--- src/rtl/eth_pkg.sv ---
// Shared types and constants for the Ethernet MII transmit framer.
package eth_pkg;

  typedef enum logic [3:0] {
    StIdle,
    StPreamble,
    StSfd,
    StDa,
    StSa,
    StLength,
    StData,
    StPad,
    StIfg
  } txStateT;

  localparam logic [3:0] PREAMBLE_NIB = 4'h5;
  localparam logic [3:0] SFD_NIB      = 4'hD;
  localparam int unsigned DA_BYTES  = 6;
  localparam int unsigned SA_BYTES  = 6;
  localparam int unsigned LEN_BYTES = 2;

endpackage

--- src/rtl/eth_txnibsel.sv ---
// Nibble selector: picks the nibble to drive for a given field, byte index and nibble phase.
module eth_txnibsel
  import eth_pkg::*;
(
  input  txStateT     state,
  input  logic [2:0]  byteIdx,
  input  logic        nibCnt,
  input  logic [47:0] da,
  input  logic [47:0] sa,
  input  logic [15:0] len,
  input  logic [7:0]  dataByte,
  output logic [3:0]  nib
);

  logic [47:0] daSh;
  logic [47:0] saSh;
  logic [7:0]  byteV;

  always_comb begin
    // Addresses go out most-significant byte first.
    daSh  = da << {byteIdx, 3'b000};
    saSh  = sa << {byteIdx, 3'b000};
    byteV = '0;
    unique case (state)
      StDa:     byteV = daSh[47:40];
      StSa:     byteV = saSh[47:40];
      StLength: byteV = byteIdx[0] ? len[7:0] : len[15:8];
      StData:   byteV = dataByte;
      default:  byteV = '0;
    endcase
    nib = nibCnt ? byteV[7:4] : byteV[3:0];
    if (state == StPreamble) begin
      nib = PREAMBLE_NIB;
    end else if (state == StSfd) begin
      nib = nibCnt ? SFD_NIB : PREAMBLE_NIB;
    end
  end

endmodule

--- src/rtl/eth_txframer.sv ---
// Nibble-wide MII transmit framer: preamble, SFD, DA, SA, Length/Type, payload, zero pad, IFG.
module eth_txframer
  import eth_pkg::*;
#(
  parameter int unsigned PREAMBLE_NIBS = 14,
  parameter int unsigned IFG_NIBS      = 24,
  parameter int unsigned MIN_DATA      = 46,
  parameter int unsigned MAX_DATA      = 1500
) (
  input  logic        MRxClk,
  input  logic        Resetn,
  input  logic        No_Preamble,
  input  logic        TxStartFrm,
  input  logic [47:0] DA,
  input  logic [47:0] SA,
  input  logic [15:0] Length,
  input  logic [7:0]  TxData,
  input  logic        TxDataValid,
  input  logic        TxEndFrm,
  output logic        TxDataRd,
  output logic [3:0]  MTxD,
  output logic        MTxEn,
  output logic        TxBusy,
  output logic        TxDone,
  output logic        TxAbort,
  output logic        StateIdle,
  output logic        StatePreamble,
  output logic        StateSFD,
  output logic        StateDA,
  output logic        StateSA,
  output logic        StateLength,
  output logic        StateData,
  output logic        StatePad,
  output logic        StateIFG
);

  txStateT     state_q, state_d;
  logic        nibCnt_q, nibCnt_d;
  logic [15:0] byteCnt_q, byteCnt_d, lastByte;
  logic [10:0] dataCnt_q, dataCnt_d;
  logic [47:0] daL_q, saL_q;
  logic [15:0] lenL_q;
  logic [7:0]  dataByte_q, dataByte_d;
  logic        endSeen_q, endSeen_d;
  logic        fieldDone, done_d, abort_d, mtxEn_d;
  logic [3:0]  nibNext;

  assign lastByte = (state_q == StPreamble) ? 16'(PREAMBLE_NIBS / 2 - 1) :
                    (state_q == StDa)       ? 16'(DA_BYTES - 1) :
                    (state_q == StSa)       ? 16'(SA_BYTES - 1) :
                    (state_q == StLength)   ? 16'(LEN_BYTES - 1) : 16'd0;
  assign fieldDone = nibCnt_q && (byteCnt_q == lastByte);

  always_ff @(posedge MRxClk or negedge Resetn) begin
    if (!Resetn) begin
      state_q    <= StIdle;
      nibCnt_q   <= 1'b0;
      byteCnt_q  <= '0;
      dataCnt_q  <= '0;
      daL_q      <= '0;
      saL_q      <= '0;
      lenL_q     <= '0;
      dataByte_q <= '0;
      endSeen_q  <= 1'b0;
      MTxD       <= 4'h0;
      MTxEn      <= 1'b0;
      TxDone     <= 1'b0;
      TxAbort    <= 1'b0;
    end else begin
      state_q    <= state_d;
      nibCnt_q   <= nibCnt_d;
      byteCnt_q  <= byteCnt_d;
      dataCnt_q  <= dataCnt_d;
      dataByte_q <= dataByte_d;
      endSeen_q  <= endSeen_d;
      if (state_q == StIdle && TxStartFrm) begin
        daL_q  <= DA;
        saL_q  <= SA;
        lenL_q <= Length;
      end
      MTxEn   <= mtxEn_d;
      MTxD    <= mtxEn_d ? nibNext : 4'h0;
      TxDone  <= done_d;
      TxAbort <= abort_d;
    end
  end

  always_comb begin
    state_d    = state_q;
    nibCnt_d   = nibCnt_q;
    byteCnt_d  = byteCnt_q;
    dataCnt_d  = dataCnt_q;
    done_d     = 1'b0;
    abort_d    = 1'b0;
    endSeen_d  = (state_q == StIdle) ? 1'b0 : endSeen_q;
    dataByte_d = dataByte_q;
    if (state_q inside {StPreamble, StSfd, StDa, StSa, StLength, StData, StPad}) begin
      nibCnt_d = ~nibCnt_q;
      if (nibCnt_q) byteCnt_d = byteCnt_q + 16'd1;
    end
    unique case (state_q)
      StIdle: if (TxStartFrm) begin
        state_d   = No_Preamble ? StSfd : StPreamble;
        dataCnt_d = '0;
      end
      StPreamble: if (fieldDone) state_d = StSfd;
      StSfd:      if (fieldDone) state_d = StDa;
      StDa:       if (fieldDone) state_d = StSa;
      StSa:       if (fieldDone) state_d = StLength;
      StLength:   if (fieldDone) state_d = StData;
      StData: if (nibCnt_q) begin
        if (endSeen_q) begin
          if (dataCnt_q < 11'(MIN_DATA)) begin
            state_d = StPad;
          end else begin
            state_d = StIfg;
            done_d  = 1'b1;
          end
        end else if (dataCnt_q == 11'(MAX_DATA)) begin
          state_d = StIfg;
          abort_d = 1'b1;
        end
      end
      StPad: if (nibCnt_q) begin
        dataCnt_d = dataCnt_q + 11'd1;
        if (dataCnt_q == 11'(MIN_DATA - 1)) begin
          state_d = StIfg;
          done_d  = 1'b1;
        end
      end
      StIfg: begin
        byteCnt_d = byteCnt_q + 16'd1;
        if (byteCnt_q == 16'(IFG_NIBS - 1)) state_d = StIdle;
      end
      default: state_d = StIdle;
    endcase
    // A fetch with no data available overrides any other outcome.
    if (TxDataRd) begin
      if (!TxDataValid) begin
        state_d = StIfg;
        abort_d = 1'b1;
      end else begin
        dataCnt_d  = dataCnt_q + 11'd1;
        dataByte_d = TxData;
        if (TxEndFrm) endSeen_d = 1'b1;
      end
    end
    if (state_d != state_q) begin
      byteCnt_d = '0;
      nibCnt_d  = 1'b0;
    end
  end

  always_comb begin
    TxDataRd = (state_q == StLength && fieldDone) ||
               (state_q == StData && nibCnt_q && !endSeen_q &&
                dataCnt_q != 11'(MAX_DATA));
    mtxEn_d       = !(state_d inside {StIdle, StIfg});
    TxBusy        = (state_q != StIdle);
    StateIdle     = (state_q == StIdle);
    StatePreamble = (state_q == StPreamble);
    StateSFD      = (state_q == StSfd);
    StateDA       = (state_q == StDa);
    StateSA       = (state_q == StSa);
    StateLength   = (state_q == StLength);
    StateData     = (state_q == StData);
    StatePad      = (state_q == StPad);
    StateIFG      = (state_q == StIfg);
  end

  // Selects from next-cycle values so the registered nibble lines up with the state.
  eth_txnibsel u_nibsel (
    .state    (state_d),
    .byteIdx  (byteCnt_d[2:0]),
    .nibCnt   (nibCnt_d),
    .da       (daL_q),
    .sa       (saL_q),
    .len      (lenL_q),
    .dataByte (dataByte_d),
    .nib      (nibNext)
  );

endmodule

--- config.mk ---
export PLATFORM = sky130hd
export DESIGN_NAME = eth_txframer
export DESIGN_NICKNAME = d
export VERILOG_FILES = /design/src/rtl/eth_pkg.sv /design/src/rtl/eth_txnibsel.sv /design/src/rtl/eth_txframer.sv
export SDC_FILE = /design/constraint.sdc
export NUM_CORES = 1
export LEC_CHECK = 0
export ABC_AREA = 1
export ABC_CLOCK_PERIOD_IN_PS = 2900
export BUFFER_PORTS_ARGS = -buffer_cell sky130_fd_sc_hd__buf_2
export CAP_MARGIN = 20
export CORE_AREA = 3 3 127 129
export DETAILED_ROUTE_END_ITERATION = 10
export DIE_AREA = 0 0 130 132
export PLACE_DENSITY_LB_ADDON = 0.15
export SYNTH_ARGS = -nofsm -noshare
export SYNTH_HDL_FRONTEND = slang
export SYNTH_SLANG_ARGS = --single-unit
--- constraint.sdc ---
create_clock -name MRxClk -period 2.9 [get_ports MRxClk]
set_input_delay 0.145 -clock MRxClk [delete_from_list [all_inputs] [get_ports MRxClk]]
set_output_delay 0.145 -clock MRxClk [all_outputs]
set_load 0.02 [all_outputs]
# Yosys cells after proc, flatten, opt, wreduce, memory -nomap -nowiden
# Index checks and enable logic that the tools add are counted.
dict set report totals {
  word_cells 115
  out_inout_bits 18
  ff_bits 160
  in_bits 126
}
dict set report classes {
  n_addsub 2
  n_reduce_logical 17
  order_cmp 1
  shifts 2
  n_bitwise 1
  n_mux 57
  eq_ne 21
}
# cell count
set ops {}
lappend ops {{$shl A48 B6 Y48} 2}
lappend ops {{$mux W4} 20}
lappend ops {{$mux W16} 4}
lappend ops {{$mux W11} 4}
lappend ops {{$pmux W4 S9} 1}
lappend ops {{$pmux W8 S4} 1}
lappend ops {{$eq A4 B3 Y1 const B} 7}
lappend ops {{$mux W8} 3}
lappend ops {{$pmux W11 S2} 1}
lappend ops {{$mux W1} 18}
lappend ops {{$add A16 B1 Y16 const B} 1}
lappend ops {{$eq A16 B3 Y1} 1}
lappend ops {{$eq A16 B5 Y1 const B} 1}
lappend ops {{$eq A4 B2 Y1 const B} 4}
lappend ops {{$add A11 B1 Y11 const B} 1}
lappend ops {{$eq A11 B11 Y1 const B} 1}
lappend ops {{$eq A11 B6 Y1 const B} 1}
lappend ops {{$lt A11 B6 Y1 const B} 1}
lappend ops {{$ne A11 B11 Y1 const B} 1}
lappend ops {{$mux W3} 3}
lappend ops {{$eq A4 B1 Y1 const B} 2}
lappend ops {{$eq A4 B4 Y1 const B} 2}
lappend ops {{$logic_not A4 Y1} 2}
lappend ops {{$reduce_bool A7 Y1} 1}
lappend ops {{other kinds (11)} 18}

# Depth between registers and ports, before layout
dict set report logic_depth {
  word_depth 19
  mapped_depth 27
  ltp_nobuf 26
}

# Modules after synthesis
# From an unflattened synthesis, not the netlist that was laid out.
dict set report unflattened {
  hier_cells 1156
  hier_area_um2 8523.2
}
# module instances cells_per_inst area_per_inst_um2 seq_area_each_um2
set modules_own_cells {}
lappend modules_own_cells {eth_txframer 1 857 7168.1 4003.8}
lappend modules_own_cells {eth_txnibsel 1 299 1355.0 0.0}

# Least setup slack after synthesis
# Ideal clock, no wire load.
dict set report synth_timing {
  path_type {register to register}
  from {reg state_q[0]}
  to {reg byteCnt_q[15]}
  period_less_slack_ps 2689
  setup_slack_ps 211
  arrival_time_ps 2570
  setup_time_ps 119
  path_stages_with_launch 17
  cell_sequence {dfrtp_1 buf_4 nor2_2 nand2_1 nor2_1 inv_1 nand2_2 inv_1 nor2_1 nand2_1 nor3b_2 nand4_1 nor3b_1 nand2_1 nor3_2 a21oi_1 o21a_1}
}
dict set report synth_via {
  word_cells_on_any_way 42
  cone_classes {10 x eq/ne; 21 x mux; 11 x reduce/logical}
}
# item line_no
set synth_lines {}
lappend synth_lines {{start, declared} eth_txframer.sv:37} ;# txStateT state_q, state_d;
lappend synth_lines {{start signal, assigned} eth_txframer.sv:56} ;# state_q <= StIdle;
lappend synth_lines {{start signal, assigned} eth_txframer.sv:70} ;# state_q <= state_d;
lappend synth_lines {{$eq A4 B4 Y1 *} -}
lappend synth_lines {{named net StateIFG} eth_txframer.sv:34} ;# output logic StateIFG
lappend synth_lines {{$pmux W4 S9} eth_txframer.sv:101} ;# unique case (state_q)
lappend synth_lines {{$mux W4} eth_txframer.sv:139} ;# if (!TxDataValid) begin
lappend synth_lines {{$mux W4} eth_txframer.sv:138} ;# if (TxDataRd) begin
lappend synth_lines {{$ne A4 B4 Y1} eth_txframer.sv:148} ;# if (state_d != state_q) begin
lappend synth_lines {{$reduce_bool A3 Y1 (no line)} -}
lappend synth_lines {{$reduce_and A2 Y1 (no line)} -}
lappend synth_lines {{end signal, assigned} eth_txframer.sv:72} ;# byteCnt_q <= byteCnt_d;
lappend synth_lines {{end, declared} eth_txframer.sv:39} ;# logic [15:0] byteCnt_q, byteCnt_d, lastByte;
# The timed path passes the listed nets; every way through them passes the cells marked *.
# A chain may end at the register's enable or synchronous reset.

# Worst setup path after layout
dict set report layout_timing {
  from {reg state_q[0]}
  to {reg MTxD[0]}
}
dict set report layout_via {
  elab_chain_cells 19
  word_cells_on_any_way 60
  cone_classes {17 x eq/ne; 2 x shift; 31 x mux; 10 x reduce/logical}
}
# item line_no
set layout_rtl {}
lappend layout_rtl {{$eq A4 B3 Y1} {eth_txframer.sv:51, eth_txframer.sv:101, eth_txframer.sv:155}}
lappend layout_rtl {{$mux W1} eth_txframer.sv:51} ;# (state_q == StLength) ? 16'(LEN_BYTES - 1) : 16'd0;
lappend layout_rtl {{$mux W3} eth_txframer.sv:50} ;# (state_q == StSa) ? 16'(SA_BYTES - 1) :
lappend layout_rtl {{$mux W3} eth_txframer.sv:49} ;# (state_q == StDa) ? 16'(DA_BYTES - 1) :
lappend layout_rtl {{$mux W3} eth_txframer.sv:48} ;# assign lastByte = (state_q == StPreamble) ? 16'(PREAMBLE_NIBS / 2 - 1) :
lappend layout_rtl {{$eq A16 B3 Y1} eth_txframer.sv:52} ;# assign fieldDone = nibCnt_q && (byteCnt_q == lastByte);
lappend layout_rtl {{$logic_and A1 B1 Y1} eth_txframer.sv:52}
lappend layout_rtl {{$mux W4 (on tied branches)} -}
lappend layout_rtl {{[... 3 more ...]} -}
lappend layout_rtl {{named net state_d[0]} eth_txframer.sv:37}
lappend layout_rtl {{$ne A4 B4 Y1} eth_txframer.sv:148}
lappend layout_rtl {{$mux W16} eth_txframer.sv:148}
lappend layout_rtl {{$shl A48 B6 Y48 (tied with other cells)} eth_txnibsel.sv:22} ;# saSh = sa << {byteIdx, 3'b000};
lappend layout_rtl {{$pmux W8 S4} eth_txnibsel.sv:24} ;# unique case (state)
lappend layout_rtl {{$mux W4} eth_txnibsel.sv:31} ;# nib = nibCnt ? byteV[7:4] : byteV[3:0];
lappend layout_rtl {{$mux W4} eth_txnibsel.sv:34} ;# end else if (state == StSfd) begin
lappend layout_rtl {{$mux W4} eth_txnibsel.sv:32} ;# if (state == StPreamble) begin
lappend layout_rtl {{$mux W4 *} eth_txframer.sv:82} ;# MTxD <= mtxEn_d ? nibNext : 4'h0;
lappend layout_rtl {{end signal, assigned} eth_txframer.sv:82}
lappend layout_rtl {{end, declared} eth_txframer.sv:21} ;# output logic [3:0] MTxD,
# The timed path passes the listed nets; every way through them passes the cells marked *. The select of a mux whose other input is x is not followed.

==> results.toml <==
[die]
die-area_um2 = 17200
core_um2 = 15100
die_h_um = 132
rows = 45
die-width_um = 130
num_io_pins = 144
start_util_pct = 56.6

[run_status]
violations = "negative hold slack"
status = "finished with violations"

[route]
wl_per_cell_um = 16.7
wl_mm = 25.0
drt_first_pass_iters = 5
via_per_inst = 5.26
num_vias = 7858
drc_errors = 0
ant_nets = 0
drt_iter0_markers = 519

[setup_path]
cp_max_fo = 15
crit_slowest_cell = "dfrtp_2"
crit_family = "simple AND/OR/NAND/NOR gates"
arrival_ns = 3.17
max_stage_delay_ns = 0.43
path_buf_inv = 4
worstPathCellList = "inv_2, nor2_2, nand2_1, nand2_1, nand2_1, nor2_4, nand3_4, nand2_1, nand2_2, nand2_4, nand2_2, nand2_2, inv_2, nor2_4, nand3_4, buf_6, o21ai_1, nand3_1, inv_1, nand2_1, nand3_1, nand2_1"
startpoint_type = "register"
cp-startpoint = "state_q[0]"
setup.worst_path.class = "reg -> reg"
r2r_start = "state_q[0]"
required_ns = 3.21
cp_common_cell = "nand2_1"
cp-end-kind = "register"

[timing]
min_period_over_period_pct = 98.4
finClkSkew_ns = 0.00825
final-setup-viol-count = 0
setup_tns_ns = 0
fmax_mhz = 350
timing.slew.headroom_pct = 56.1
tightest_slew_ns = 0.659
hold_viol = 1
rsz0062_at_grt = "yes"
hold_ws_ns = -0.00402
drv_slew = 0
finalCriticalPeriod_ns = 2.85

[global_routing]
grt_usage_pct = 29.7
met3_usage_pct = 6.52
grt_start_max_net_pins = 71
grt_use_met2_pct = 50.8
grt_pass1_vias = 8057
grt_pass1_wl_mm = 40.1
grt-busiest-layer = "met2"
antenna_found_initial = 2
grt-ovfl-total = 0
use_met1_pct = 37.5

[cells_and_area]
nets = 1422
n_fill_cell = 1052
final_cell_count_no_fill = 1494
final_area_um2 = 11700
area_delta_synth_final_pct = 36.2
drive_above_1_share_pct = 29.8

[clock_tree]
htree_levels = 4
cts_tree = "yes"
clock-root-buffer = "clkbuf_16"
insertion_delay_ns = 0.43
numCtsBuffers = 17
clk_pin_slew_worst_paths_ns = 0.07
cts.path.max_buffers = 2
cts.sinks = 160

[synth]
ys_seq_elements = 160
synth_cells = 997
ys_seq_area_share_pct = 46.7
ys_warn_count = 0
synth_edf_count = 0
syn_nets = 1127
syn_area_per_cell_um2 = 8.60
synth_cell_types = 46
synth_area_um2 = 8570
synthFlopType = "dfrtp_1"
postSynth.asyncResetShare_pct = 100

[pwr]
p_leak_nw = 5.77
power_w = 0.0113
vdd_drop_max_v = 0.000782
p_per_area_nw_per_um2 = 968

[place]
portBuffers = 143
dpl_cell_area_um2 = 9670
dp.cells = 1332
dp_hpwl_mm = 16.2
routabilityCongestion = 0.913

[min_path]
min_from = "SA[6]"
hp-class = "in -> reg"

[flow_run]
cap_violations = 0
## power breakdown
group          switching [W]  internal, W  leakage, nW
Combinational        0.00308      0.00224         3.54
Clock               0.000934      0.00136        0.283
Sequential          0.000525      0.00316         1.94
Total                0.00454      0.00676         5.77
## kinds of logic after synthesis
kind of cell	count (synthesis)	share of synthesized area, %
and+or+nand+nor	484	26.2
muxes	88	11.5
adders and majority gates	4	0.584
buffers and inverters	139	6.98
AOI/OAI and AO/OA	111	6.90
xor gates and xnor gates	11	1.12
DFF	160	46.7
## placed cells by master (no fill, tap or decap), types with 3 or more instances in the layout
master / instances
inv_4: 3
xor2_1: 9
nor2_4: 8
nor2_2: 6
buf_6: 5
mux2_2: 87
buf_12: 3
o22ai_1: 4
or2_0: 4
dfrtp_2: 4
nand2_1: 246
inv_2: 10
nor2_1: 79
nor3b_1: 4
ha_1: 4
clkbuf_16: 18
bufinv_16: 3
dlygate4sd3_1: 118
o21ai_0: 27
nand2_4: 8
clkbuf_1: 3
nand2_2: 19
inv_1: 87
nand3_2: 7
o211ai_1: 6
o21ai_1: 16
a21oi_1: 50
nand4_1: 17
nand3_1: 64
nor3_1: 9
nand3_4: 3
clkinv_4: 3
buf_4: 42
buf_2: 142
dfrtp_1: 156
## repair_timing
item / CTS / global route
hold buffers: 118 / 0
endpoints found under the hold margin: 184 / 0
endpoints found under the setup margin: 0 / 5
setup buffers: 0 / 10
resized for setup: 0 / 41
## cells in the mapped netlist, types with 5 or more instances
cell        n  area, µm²
nor2_2      6       37.5
o21ai_0    30        150
o211ai_1    6       45.0
xor2_1      9       78.8
a21oi_1    51        255
inv_2      10       37.5
nand4_1    17        106
nor3_1      9       45.0
nand3_1    68        340
nor2_1     83        312
o21ai_1    14       70.1
nand2_2    15       93.8
buf_6       5       56.3
buf_4       6       45.0
buf_2       7       35.0
clkbuf_1   18       67.6
dfrtp_1   160       4000
nand2_1   254        953
inv_1      89        334
mux2_2     87        980
## state kept, by name (all words and copies together) (netlist names), 4 cells and up
name and cells:
daL_q 48, saL_q 48, byteCnt_q 16, lenL_q 16, dataCnt_q 11, dataByte_q 8
MTxD 4, state_q 4
## worst register-to-register path, cell delays in order (launching register included)
cell and delay (ns):
dfrtp_2 0.43, inv_2 0.08, nor2_2 0.14, nand2_1 0.09, nand2_1 0.06, nand2_1 0.08, nor2_4 0.20, nand3_4 0.11
nand2_1 0.08, nand2_2 0.08, nand2_4 0.09, nand2_2 0.05, nand2_2 0.08, inv_2 0.05, nor2_4 0.13, nand3_4 0.18
buf_6 0.22, o21ai_1 0.20, nand3_1 0.12, inv_1 0.08, nand2_1 0.06, nand3_1 0.08, nand2_1 0.05
## layer usage
metal / part of all wire (%) / vias to the layer above / wire length, µm
li1: - / 3855 / -
met1: 41 / 3702 / 10300
met2: 52 / 244 / 12900
met3: 5.0 / 57 / 1240
met4: 2.2 / 0 / 558
met5: 0 / - / 0
## area by class of cell
class | count | area, µm² | area share [%]
antenna | 2 | 5.00 | 0.0429
sequential | 160 | 4010 | 34.3
clock buffer | 20 | 437 | 3.74
tap | 188 | 235 | 2.02
clock inverter | 11 | 156 | 1.34
multi-input combinational | 698 | 4070 | 34.9
timing repair buffer | 312 | 2360 | 20.2
inverter | 103 | 399 | 3.42
## metrics by stage
step | hold WS [ns] | utilization [%] | setup slack, ns
4_1_cts | 0.00695 | 75.6 | 0.0334
3_3_place_gp | 0.183 | 63.9 | 0.0723
3_5_place_dp | 0.184 | 63.9 | 0.0626
5_1_grt | 0.0170 | 77.1 | -0.163
2_1_floorplan | -0.151 | - | 0.211
6_report | -0.00402 | 77.1 | 0.0459
## worst paths after layout
| check | to | slack [ns] | depth (start not counted) |
|---|---|---|---|
| worst max-delay path | MTxD[0] | 0.05 | 22 |
| worst min-delay path | saL_q[6] | -0.004 | 3 |
| worst min register to register | dataByte_q[0] | 0.49 | 2 |
| max in group asynchronous | lenL_q[15] | 1.67 | 3 |
| worst max register to register | MTxD[0] | 0.05 | 22 |
| min in group asynchronous | byteCnt_q[12] | 0.29 | 2 |
(Power assumes the default switching activity.)
